File: src/rtl/lsq_mem_controller_if.sv
// Bundle of LSQ-side request/response and memory-side signals for lsq_mem_controller.
// The controller connects through the slave modport; the LSQ/memory side uses master.
interface lsq_mem_controller_if #(
  parameter int CNT_W = 3
);
  logic             load_req_valid;
  logic             load_req_ready;
  logic [31:0]      load_req_addr;
  logic             load_req_BMS;
  logic [5:0]       load_req_tag;
  logic [5:0]       load_req_ROB_index;
  logic             store_req_valid;
  logic             store_req_ready;
  logic [31:0]      store_req_addr;
  logic [31:0]      store_req_value;
  logic             store_req_BMS;
  logic             mem_valid;
  logic             mem_LS;
  logic [31:0]      mem_address;
  logic [31:0]      mem_store_value;
  logic             mem_BMS;
  logic             mem_valid_out;
  logic [31:0]      mem_load_value_out;
  logic             load_resp_valid;
  logic [31:0]      load_resp_value;
  logic [5:0]       load_resp_tag;
  logic [5:0]       load_resp_ROB_index;
  logic [CNT_W-1:0] store_fifo_count;
  logic             busy;

  modport slave (
    input  load_req_valid, load_req_addr, load_req_BMS, load_req_tag, load_req_ROB_index,
    input  store_req_valid, store_req_addr, store_req_value, store_req_BMS,
    input  mem_valid_out, mem_load_value_out,
    output load_req_ready, store_req_ready,
    output mem_valid, mem_LS, mem_address, mem_store_value, mem_BMS,
    output load_resp_valid, load_resp_value, load_resp_tag, load_resp_ROB_index,
    output store_fifo_count, busy
  );

  modport master (
    output load_req_valid, load_req_addr, load_req_BMS, load_req_tag, load_req_ROB_index,
    output store_req_valid, store_req_addr, store_req_value, store_req_BMS,
    output mem_valid_out, mem_load_value_out,
    input  load_req_ready, store_req_ready,
    input  mem_valid, mem_LS, mem_address, mem_store_value, mem_BMS,
    input  load_resp_valid, load_resp_value, load_resp_tag, load_resp_ROB_index,
    input  store_fifo_count, busy
  );
endinterface

File: src/rtl/lsq_mem_controller.sv
// Arbitrates the single memory port between LSQ load misses and a retired-store drain FIFO,
// keeping one transaction outstanding and returning load data with its rd tag / ROB index.
module lsq_mem_controller #(
  parameter int STORE_FIFO_DEPTH = 4,
  parameter int STARVE_LIMIT     = 4
) (
  input logic                  clk,
  input logic                  reset,
  lsq_mem_controller_if.slave  bus
);
  localparam int PTR_W = $clog2(STORE_FIFO_DEPTH);
  localparam int CNT_W = PTR_W + 1;
  localparam int SC_W  = $clog2(STARVE_LIMIT + 1);
  localparam logic [CNT_W-1:0] FULL_CNT   = CNT_W'(STORE_FIFO_DEPTH);
  localparam logic [SC_W-1:0]  STARVE_MAX = SC_W'(STARVE_LIMIT);

  typedef enum logic [2:0] {IDLE, ISSUE_LD, ISSUE_ST, WAIT_LD, WAIT_ST} state_e;
  state_e state_q, state_d;

  logic [31:0]      st_addr_q [STORE_FIFO_DEPTH];
  logic [31:0]      st_val_q  [STORE_FIFO_DEPTH];
  logic             st_bms_q  [STORE_FIFO_DEPTH];
  logic [PTR_W-1:0] wr_ptr_q, rd_ptr_q, hz_idx;
  logic [CNT_W-1:0] count_q, count_d;
  logic [SC_W-1:0]  starve_q, starve_d;

  logic        mem_ls_q, mem_bms_q;
  logic [31:0] mem_addr_q, mem_val_q;
  logic [5:0]  ld_tag_q, ld_rob_q;
  logic        resp_valid_q;
  logic [31:0] resp_value_q;
  logic [5:0]  resp_tag_q, resp_rob_q;

  logic fifo_full, fifo_empty, enq, hazard, grant_ld, grant_st, resp_fire;

  function automatic logic [31:0] load_extend(input logic [31:0] raw, input logic byte_sel);
    return byte_sel ? {{24{raw[7]}}, raw[7:0]} : raw;
  endfunction

  assign fifo_full  = (count_q == FULL_CNT);
  assign fifo_empty = (count_q == '0);
  assign enq        = bus.store_req_valid && !fifo_full;
  assign resp_fire  = (state_q == WAIT_LD) && bus.mem_valid_out;

  // Word-granular match against every live FIFO entry plus a store entering this cycle.
  always_comb begin
    hazard = enq && (bus.store_req_addr[31:2] == bus.load_req_addr[31:2]);
    hz_idx = rd_ptr_q;
    for (int i = 0; i < STORE_FIFO_DEPTH; i++) begin
      hz_idx = rd_ptr_q + PTR_W'(i);
      if ((CNT_W'(i) < count_q) && (st_addr_q[hz_idx][31:2] == bus.load_req_addr[31:2]))
        hazard = 1'b1;
    end
  end

  always_comb begin
    grant_ld = 1'b0;
    grant_st = 1'b0;
    if (state_q == IDLE) begin
      if (fifo_full)                                   grant_st = 1'b1;
      else if ((starve_q == STARVE_MAX) && !fifo_empty) grant_st = 1'b1;
      else if (bus.load_req_valid && hazard)            grant_st = !fifo_empty;
      else if (bus.load_req_valid)                      grant_ld = 1'b1;
      else if (!fifo_empty)                             grant_st = 1'b1;
    end
  end

  always_comb begin
    state_d = state_q;
    case (state_q)
      IDLE:     if (grant_ld) state_d = ISSUE_LD; else if (grant_st) state_d = ISSUE_ST;
      ISSUE_LD: state_d = WAIT_LD;
      ISSUE_ST: state_d = WAIT_ST;
      WAIT_LD,
      WAIT_ST:  if (bus.mem_valid_out) state_d = IDLE;
      default:  state_d = IDLE;
    endcase
  end

  always_comb begin
    bus.mem_valid       = (state_q == ISSUE_LD) || (state_q == ISSUE_ST);
    bus.busy            = (state_q != IDLE);
    bus.load_req_ready  = grant_ld;
    bus.store_req_ready = !fifo_full;
  end

  // Starvation counter only advances while a store is actually waiting behind loads.
  always_comb begin
    count_d  = count_q + CNT_W'(enq) - CNT_W'(grant_st);
    starve_d = starve_q;
    if (grant_st || fifo_empty)                starve_d = '0;
    else if (grant_ld && starve_q != STARVE_MAX) starve_d = starve_q + 1'b1;
  end

  always_ff @(posedge clk or negedge reset) begin
    if (!reset) begin
      state_q  <= IDLE;
      count_q  <= '0;
      wr_ptr_q <= '0;
      rd_ptr_q <= '0;
      starve_q <= '0;
    end else begin
      state_q  <= state_d;
      count_q  <= count_d;
      starve_q <= starve_d;
      if (enq)      wr_ptr_q <= wr_ptr_q + 1'b1;
      if (grant_st) rd_ptr_q <= rd_ptr_q + 1'b1;
    end
  end

  always_ff @(posedge clk) begin
    if (enq) begin
      st_addr_q[wr_ptr_q] <= bus.store_req_addr;
      st_val_q[wr_ptr_q]  <= bus.store_req_value;
      st_bms_q[wr_ptr_q]  <= bus.store_req_BMS;
    end
  end

  // Request fields are captured at grant and held until the next grant.
  always_ff @(posedge clk or negedge reset) begin
    if (!reset) begin
      mem_ls_q     <= 1'b0;
      mem_bms_q    <= 1'b0;
      mem_addr_q   <= '0;
      mem_val_q    <= '0;
      ld_tag_q     <= '0;
      ld_rob_q     <= '0;
      resp_valid_q <= 1'b0;
      resp_value_q <= '0;
      resp_tag_q   <= '0;
      resp_rob_q   <= '0;
    end else begin
      if (grant_ld) begin
        mem_ls_q   <= 1'b1;
        mem_addr_q <= bus.load_req_addr;
        mem_bms_q  <= bus.load_req_BMS;
        ld_tag_q   <= bus.load_req_tag;
        ld_rob_q   <= bus.load_req_ROB_index;
      end else if (grant_st) begin
        mem_ls_q   <= 1'b0;
        mem_addr_q <= st_addr_q[rd_ptr_q];
        mem_val_q  <= st_val_q[rd_ptr_q];
        mem_bms_q  <= st_bms_q[rd_ptr_q];
      end
      resp_valid_q <= resp_fire;
      if (resp_fire) begin
        resp_value_q <= load_extend(bus.mem_load_value_out, mem_bms_q);
        resp_tag_q   <= ld_tag_q;
        resp_rob_q   <= ld_rob_q;
      end
    end
  end

  assign bus.mem_LS              = mem_ls_q;
  assign bus.mem_address         = mem_addr_q;
  assign bus.mem_store_value     = mem_val_q;
  assign bus.mem_BMS             = mem_bms_q;
  assign bus.load_resp_valid     = resp_valid_q;
  assign bus.load_resp_value     = resp_value_q;
  assign bus.load_resp_tag       = resp_tag_q;
  assign bus.load_resp_ROB_index = resp_rob_q;
  assign bus.store_fifo_count    = count_q;
endmodule
File: src/flat_wrapper.sv
// flat-port wrapper written by rule: the top's interface ports become plain ports
module lsq_mem_controller_flat 
#(
  parameter int STORE_FIFO_DEPTH = 4,
  parameter int STARVE_LIMIT     = 4
)
  (clk, reset, bus_load_req_valid, bus_load_req_addr, bus_load_req_BMS, bus_load_req_tag, bus_load_req_ROB_index, bus_store_req_valid, bus_store_req_addr, bus_store_req_value, bus_store_req_BMS, bus_mem_valid_out, bus_mem_load_value_out, bus_load_req_ready, bus_store_req_ready, bus_mem_valid, bus_mem_LS, bus_mem_address, bus_mem_store_value, bus_mem_BMS, bus_load_resp_valid, bus_load_resp_value, bus_load_resp_tag, bus_load_resp_ROB_index, bus_store_fifo_count, bus_busy);
  lsq_mem_controller_if bus_i ();
  input logic clk;
  input logic reset;
  input wire logic [$bits(bus_i.load_req_valid)-1:0] bus_load_req_valid;
  input wire logic [$bits(bus_i.load_req_addr)-1:0] bus_load_req_addr;
  input wire logic [$bits(bus_i.load_req_BMS)-1:0] bus_load_req_BMS;
  input wire logic [$bits(bus_i.load_req_tag)-1:0] bus_load_req_tag;
  input wire logic [$bits(bus_i.load_req_ROB_index)-1:0] bus_load_req_ROB_index;
  input wire logic [$bits(bus_i.store_req_valid)-1:0] bus_store_req_valid;
  input wire logic [$bits(bus_i.store_req_addr)-1:0] bus_store_req_addr;
  input wire logic [$bits(bus_i.store_req_value)-1:0] bus_store_req_value;
  input wire logic [$bits(bus_i.store_req_BMS)-1:0] bus_store_req_BMS;
  input wire logic [$bits(bus_i.mem_valid_out)-1:0] bus_mem_valid_out;
  input wire logic [$bits(bus_i.mem_load_value_out)-1:0] bus_mem_load_value_out;
  output wire logic [$bits(bus_i.load_req_ready)-1:0] bus_load_req_ready;
  output wire logic [$bits(bus_i.store_req_ready)-1:0] bus_store_req_ready;
  output wire logic [$bits(bus_i.mem_valid)-1:0] bus_mem_valid;
  output wire logic [$bits(bus_i.mem_LS)-1:0] bus_mem_LS;
  output wire logic [$bits(bus_i.mem_address)-1:0] bus_mem_address;
  output wire logic [$bits(bus_i.mem_store_value)-1:0] bus_mem_store_value;
  output wire logic [$bits(bus_i.mem_BMS)-1:0] bus_mem_BMS;
  output wire logic [$bits(bus_i.load_resp_valid)-1:0] bus_load_resp_valid;
  output wire logic [$bits(bus_i.load_resp_value)-1:0] bus_load_resp_value;
  output wire logic [$bits(bus_i.load_resp_tag)-1:0] bus_load_resp_tag;
  output wire logic [$bits(bus_i.load_resp_ROB_index)-1:0] bus_load_resp_ROB_index;
  output wire logic [$bits(bus_i.store_fifo_count)-1:0] bus_store_fifo_count;
  output wire logic [$bits(bus_i.busy)-1:0] bus_busy;
  assign bus_i.load_req_valid = bus_load_req_valid;
  assign bus_i.load_req_addr = bus_load_req_addr;
  assign bus_i.load_req_BMS = bus_load_req_BMS;
  assign bus_i.load_req_tag = bus_load_req_tag;
  assign bus_i.load_req_ROB_index = bus_load_req_ROB_index;
  assign bus_i.store_req_valid = bus_store_req_valid;
  assign bus_i.store_req_addr = bus_store_req_addr;
  assign bus_i.store_req_value = bus_store_req_value;
  assign bus_i.store_req_BMS = bus_store_req_BMS;
  assign bus_i.mem_valid_out = bus_mem_valid_out;
  assign bus_i.mem_load_value_out = bus_mem_load_value_out;
  assign bus_load_req_ready = bus_i.load_req_ready;
  assign bus_store_req_ready = bus_i.store_req_ready;
  assign bus_mem_valid = bus_i.mem_valid;
  assign bus_mem_LS = bus_i.mem_LS;
  assign bus_mem_address = bus_i.mem_address;
  assign bus_mem_store_value = bus_i.mem_store_value;
  assign bus_mem_BMS = bus_i.mem_BMS;
  assign bus_load_resp_valid = bus_i.load_resp_valid;
  assign bus_load_resp_value = bus_i.load_resp_value;
  assign bus_load_resp_tag = bus_i.load_resp_tag;
  assign bus_load_resp_ROB_index = bus_i.load_resp_ROB_index;
  assign bus_store_fifo_count = bus_i.store_fifo_count;
  assign bus_busy = bus_i.busy;
  lsq_mem_controller #(.STORE_FIFO_DEPTH(STORE_FIFO_DEPTH), .STARVE_LIMIT(STARVE_LIMIT)) u_core (.clk(clk), .reset(reset), .bus(bus_i));
endmodule
File: config.mk
export PLATFORM = sky130hd
export DESIGN_NAME = lsq_mem_controller_flat
export DESIGN_NICKNAME = d
export VERILOG_FILES = /design/src/rtl/lsq_mem_controller_if.sv /design/src/rtl/lsq_mem_controller.sv /design/src/flat_wrapper.sv
export SDC_FILE = /design/constraint.sdc
export NUM_CORES = 1
export LEC_CHECK = 0
export ABC_AREA = 1
export BUFFER_PORTS_ARGS = -buffer_cell sky130_fd_sc_hd__buf_4
export CAP_MARGIN = 25
export CORE_ASPECT_RATIO = 1.25
export CORE_MARGIN = 2
export CORE_UTILIZATION = 50
export CTS_CLUSTER_DIAMETER = 40
export DETAILED_ROUTE_END_ITERATION = 12
export PLACE_DENSITY = 0.7
export SETUP_SLACK_MARGIN = 0.5
export SYNTH_ARGS = -nofsm -noshare
export SYNTH_HDL_FRONTEND = slang
export SYNTH_SLANG_ARGS = --single-unit
File: constraint.sdc
create_clock -name clk -period 8.1 [get_ports clk]
set_input_delay 2.025 -clock clk [delete_from_list [all_inputs] [get_ports clk]]
set_output_delay 2.025 -clock clk [all_outputs]
set_load 0.02 [all_outputs]
==> impl_results.md <==
- Crit-path most repeated cell: nand2_1
- Reg power frac: 29.0%
- Met3 WL: 5080 um
- CP Data Required Time: 6.08 ns
- CP Max Fanout: ~80
- Number of global-route vias before repair: around 17,000
- # DRC: 0
- Highest Signal Layer: met4
- Die Span Y: between 200 and 250 um
- Fin crit period: ~6.5 ns
- Buffers on Ports: 264
- Ant. Diodes: 0
- Routed wl met2: 30,900 um
- CTS Buf Count: 52
- Initial antenna violation count: 0
- Setup Viol. Count Final: 0
- Sw power: 0.00481 W
- FF+latch count, synth: approximately 400
- M1 WL: about 26,000 um
- Mux share of post-synthesis cell area: 0%
- Leakage: ~12 nW
- Overall Global Routing Usage: approximately 30%
- Core ar.: 0.0410 mm2
- # rows: between 80 and 90
- Number of enable flip-flop cells after synthesis: 260
- Initial Utilization: 50.5%
- Slowest Stage Delay on Critical Path: 0.71 ns
- Share of cells above drive strength 1: 14.6%
- Syn_area_per_cell: between 8 and 9 um2
- Unrepaired setup endpoints after global routing: false
- H-tree Lvls: 2
- Final ANT Viol Nets: 0
- CP cell instances: buf_4 > nand2_1 > nand2_4 > nand2_1 > nand2_1 > nand2_1 > nand2_1 > inv_1 > nand2_1 > nor2_1 > nand2_1 > nor2_1 > nand2_1 > nand2_1 > nor2_4 > nand3_2 > inv_2 > buf_4
- Critical path startpoint category: flop
- Yosys cell types: 38
- Async SR Flop Fraction: approximately 34%
- Hold-fix buffers, CTS: 0
- Clock latency on the worst-skew pair: 0.60 ns
- Post-synthesis adder-cell area fraction: 0.700%
- Outcome: finished clean
- Synthesis Warnings: 0
- Placer Congestion: slightly above 1
- Post-Syn Area: 0.0207 mm2
- CTS tree: built
- Syn Nets: around 2,700
- Die area: 0.0431 mm2
- Largest net degree at the start of global routing: 83
- Area growth from synthesis to layout: 19.4%
- Cells after Synth: 2,519
- Post-Synth Simple-Gate Area: 30.5%
- Pwr per Cell Area: 429 mW/mm2
- Crit path kind: reg -> out
- Fill cells: 3,620
- Die width: between 150 and 200 um
- Post-synthesis sequential area ratio: 54.1%
- Max-slew headroom: 31.9%
- Achievable Freq: 154 MHz
- Synth Flop Type: edfxtp_1
- Class of the worst hold path: reg -> reg
- Worst path slowest cell: nand2_4
- GRT Residual Overflow: 0
- Vias per Instance: 5.44
- Critical Path AT: 4.48 ns
- Internal power: 0.00581 W
- Fin Hold WS: 0.476 ns
- CP Capture Type: primary output
- Largest family of logic cells by synthesized area: simple AND/OR/NAND/NOR gates
- Boundary Pins: 265
- Final hold violation count: 0
- Slew Limit Fails: 0
- Clock share of power: 22.1%
- Clock skew: approximately 0.02 ns
- Nets@finish: 2,886
- First drt pass iteration count: 7
- Clock root buffer: clkbuf_16
- Dpl hpwl: between 40,000 and 50,000 um
- Worst-Margin Slew: 1.02 ns
- Synth Area in Compound Gates: 6.11%
- Clock Path Buffers: 3
- Post-Synth XOR/XNOR Area: between 1 and 1.5%
- CTS clk-pin slew, worst paths: 0.06 ns
- Fin crit share: around 80%
- First-pass GRT wire length: 98,200 um
- DRT iter0 DRCs: 1,532
- Worst vdd ir: 0.234 mV
- Power share of the combinational group: 48.8%
- Cts repair resizes: 0
- Detailed Route WL: 65,400 um
- Max Cap Violations: 0
- Sw Share: 45.3%
- Average wire per standard cell: 19.7 um
- Sink Count: 396
- DR vias: around 18,000
- Final setup TNS: 0 ns
- Post-CTS Setup Inserts: 0
==> worst max-delay path: cells and delay by family (launching register included) <==
kind                   cells  cell delay [ns]
AND/OR/NAND/NOR           14             2.12
buffers and inverters      4             1.23
flip-flops                 1             0.44
==> cell usage after synthesis (5+ instances only) <==
| library cell | number | area share (%) |
|---|---|---|
| clkbuf_1 | 51 | 0.92 |
| o211ai_1 | 5 | 0.18 |
| dfrtp_1 | 136 | 16 |
| a22oi_1 | 6 | 0.22 |
| nand2_1 | 1148 | 21 |
| or2_2 | 6 | 0.18 |
| o21ai_0 | 56 | 1.4 |
| nand2_2 | 6 | 0.18 |
| nand3_1 | 255 | 6.2 |
| buf_4 | 22 | 0.80 |
| a22o_1 | 32 | 1.4 |
| xor2_1 | 16 | 0.68 |
| buf_2 | 44 | 1.1 |
| edfxtp_1 | 260 | 38 |
| o21ai_1 | 60 | 1.4 |
| a221oi_1 | 32 | 1.4 |
| buf_6 | 11 | 0.60 |
| inv_1 | 195 | 3.5 |
| nand4_1 | 48 | 1.4 |
| ha_1 | 10 | 0.60 |
| xnor2_1 | 18 | 0.76 |
| nor2_1 | 65 | 1.2 |
==> cell families after synthesis <==
group / after synthesis
AND/OR/NAND/NOR: 1545
flip-flops: 396
buffers and inverters: 335
adder cells (fa/ha/maj): 11
AO/OA/AOI/OAI: 198
XOR/XNOR: 34
==> per-layer routing <==
metal | GRT usage (%) | vias to the layer above
li1 | - | 8662
met3 | 5.69 | 161
met5 | 0 | -
met1 | 38.5 | 8522
met4 | 14.3 | 0
met2 | 49.8 | 749
==> cell type report <==
cell class | count | area [um2] | share of cell area, %
clock buffers | 64 | 1440 | 5.82
flip-flops and latches | 396 | 11200 | 45.3
multi-input cells | 1788 | 8080 | 32.6
well taps | 552 | 691 | 2.79
repair buffers | 287 | 2190 | 8.85
clock inverters | 34 | 374 | 1.51
inverters | 203 | 764 | 3.09
==> power by group through the flow <==
stage | Combinational, W | Clock, W | Sequential, W
6_report | 0.00519 | 0.00235 | 0.00308
3_5_place_dp | 0.00515 | 0 | 0.00311
2_1_floorplan | 0.00319 | 0 | 0.00339
3_3_place_gp | 0.00508 | 0 | 0.00309
4_1_cts | 0.00518 | 0.00238 | 0.00308
5_1_grt | 0.00576 | 0.00247 | 0.00314
==> path summary, 6_finish.rpt <==
kind / from / end / slack (ns) / cells past startpoint
worst max-delay path: u_core.rd_ptr_q[0]$_DFFE_PN0P_ / bus_load_req_ready / 1.60 / 18
worst min-delay path: u_core.bus.mem_LS$_DFFE_PN0P_ / u_core.bus.mem_LS$_DFFE_PN0P_ / 0.48 / 2
worst max register to register: u_core.rd_ptr_q[0]$_DFFE_PN0P_ / u_core.bus.store_fifo_count[2]$_DFF_PN0_ / 2.61 / 24
worst min register to register: u_core.bus.mem_LS$_DFFE_PN0P_ / u_core.bus.mem_LS$_DFFE_PN0P_ / 0.48 / 2
max in group asynchronous: reset / u_core.rd_ptr_q[1]$_DFFE_PN0P_ / 5.47 / 3
min in group asynchronous: reset / u_core.bus.load_resp_value[17]$_DFFE_PN0P_ / 1.39 / 1
==> flip-flops by register name (all words and copies together), names as in the netlist <==
| register | flops |
|---|---|
| u_core.bus.load_resp_ROB_index | 6 |
| u_core.bus.load_resp_tag | 6 |
| u_core.bus.load_resp_valid | 1 |
| u_core.bus.load_resp_value | 32 |
| u_core.bus.mem_BMS | 1 |
| u_core.bus.mem_LS | 1 |
| u_core.bus.mem_address | 32 |
| u_core.bus.mem_store_value | 32 |
| u_core.bus.store_fifo_count | 3 |
| u_core.ld_rob_q | 6 |
| u_core.ld_tag_q | 6 |
| u_core.rd_ptr_q | 2 |
| u_core.st_addr_q | 128 |
| u_core.st_bms_q | 4 |
| u_core.st_val_q | 128 |
| u_core.starve_q | 3 |
| u_core.state_q | 3 |
| u_core.wr_ptr_q | 2 |
==> cell usage in the layout, fill, tap and decap left out, types with 5 or more instances in the layout <==
cell and count:
a221oi_1 32, a22o_1 32, a22oi_1 6, buf_4 284
clkbuf_1 6, clkbuf_16 55, clkinv_1 5, clkinv_2 8
dfrtp_1 134, edfxtp_1 260, ha_1 10, inv_1 195
inv_6 6, nand2_1 1148, nand2_2 5, nand3_1 255
nand4_1 48, nor2_1 60, nor2_4 5, o211ai_1 5
o21ai_0 56, o21ai_1 60, or2_2 6, xnor2_1 18
xor2_1 16
==> per-stage QoR <==
stage | utilization [%] | cell area (um2) | power (W) | cells | setup WS [ns]
floorplan | - | 20700 | 0.00659 | 2519 | 2.44
global placement | 55.9 | 22900 | 0.00818 | 3225 | 2.18
detailed placement | 55.9 | 22900 | 0.00827 | 3225 | 2.20
CTS | 60.3 | 24700 | 0.0106 | 3323 | 1.61
global route | 60.3 | 24800 | 0.0114 | 3324 | 1.32
finish | 60.3 | 24800 | 0.0106 | 3324 | 1.60
No activity file was read; power rests on OpenSTA's default activity.
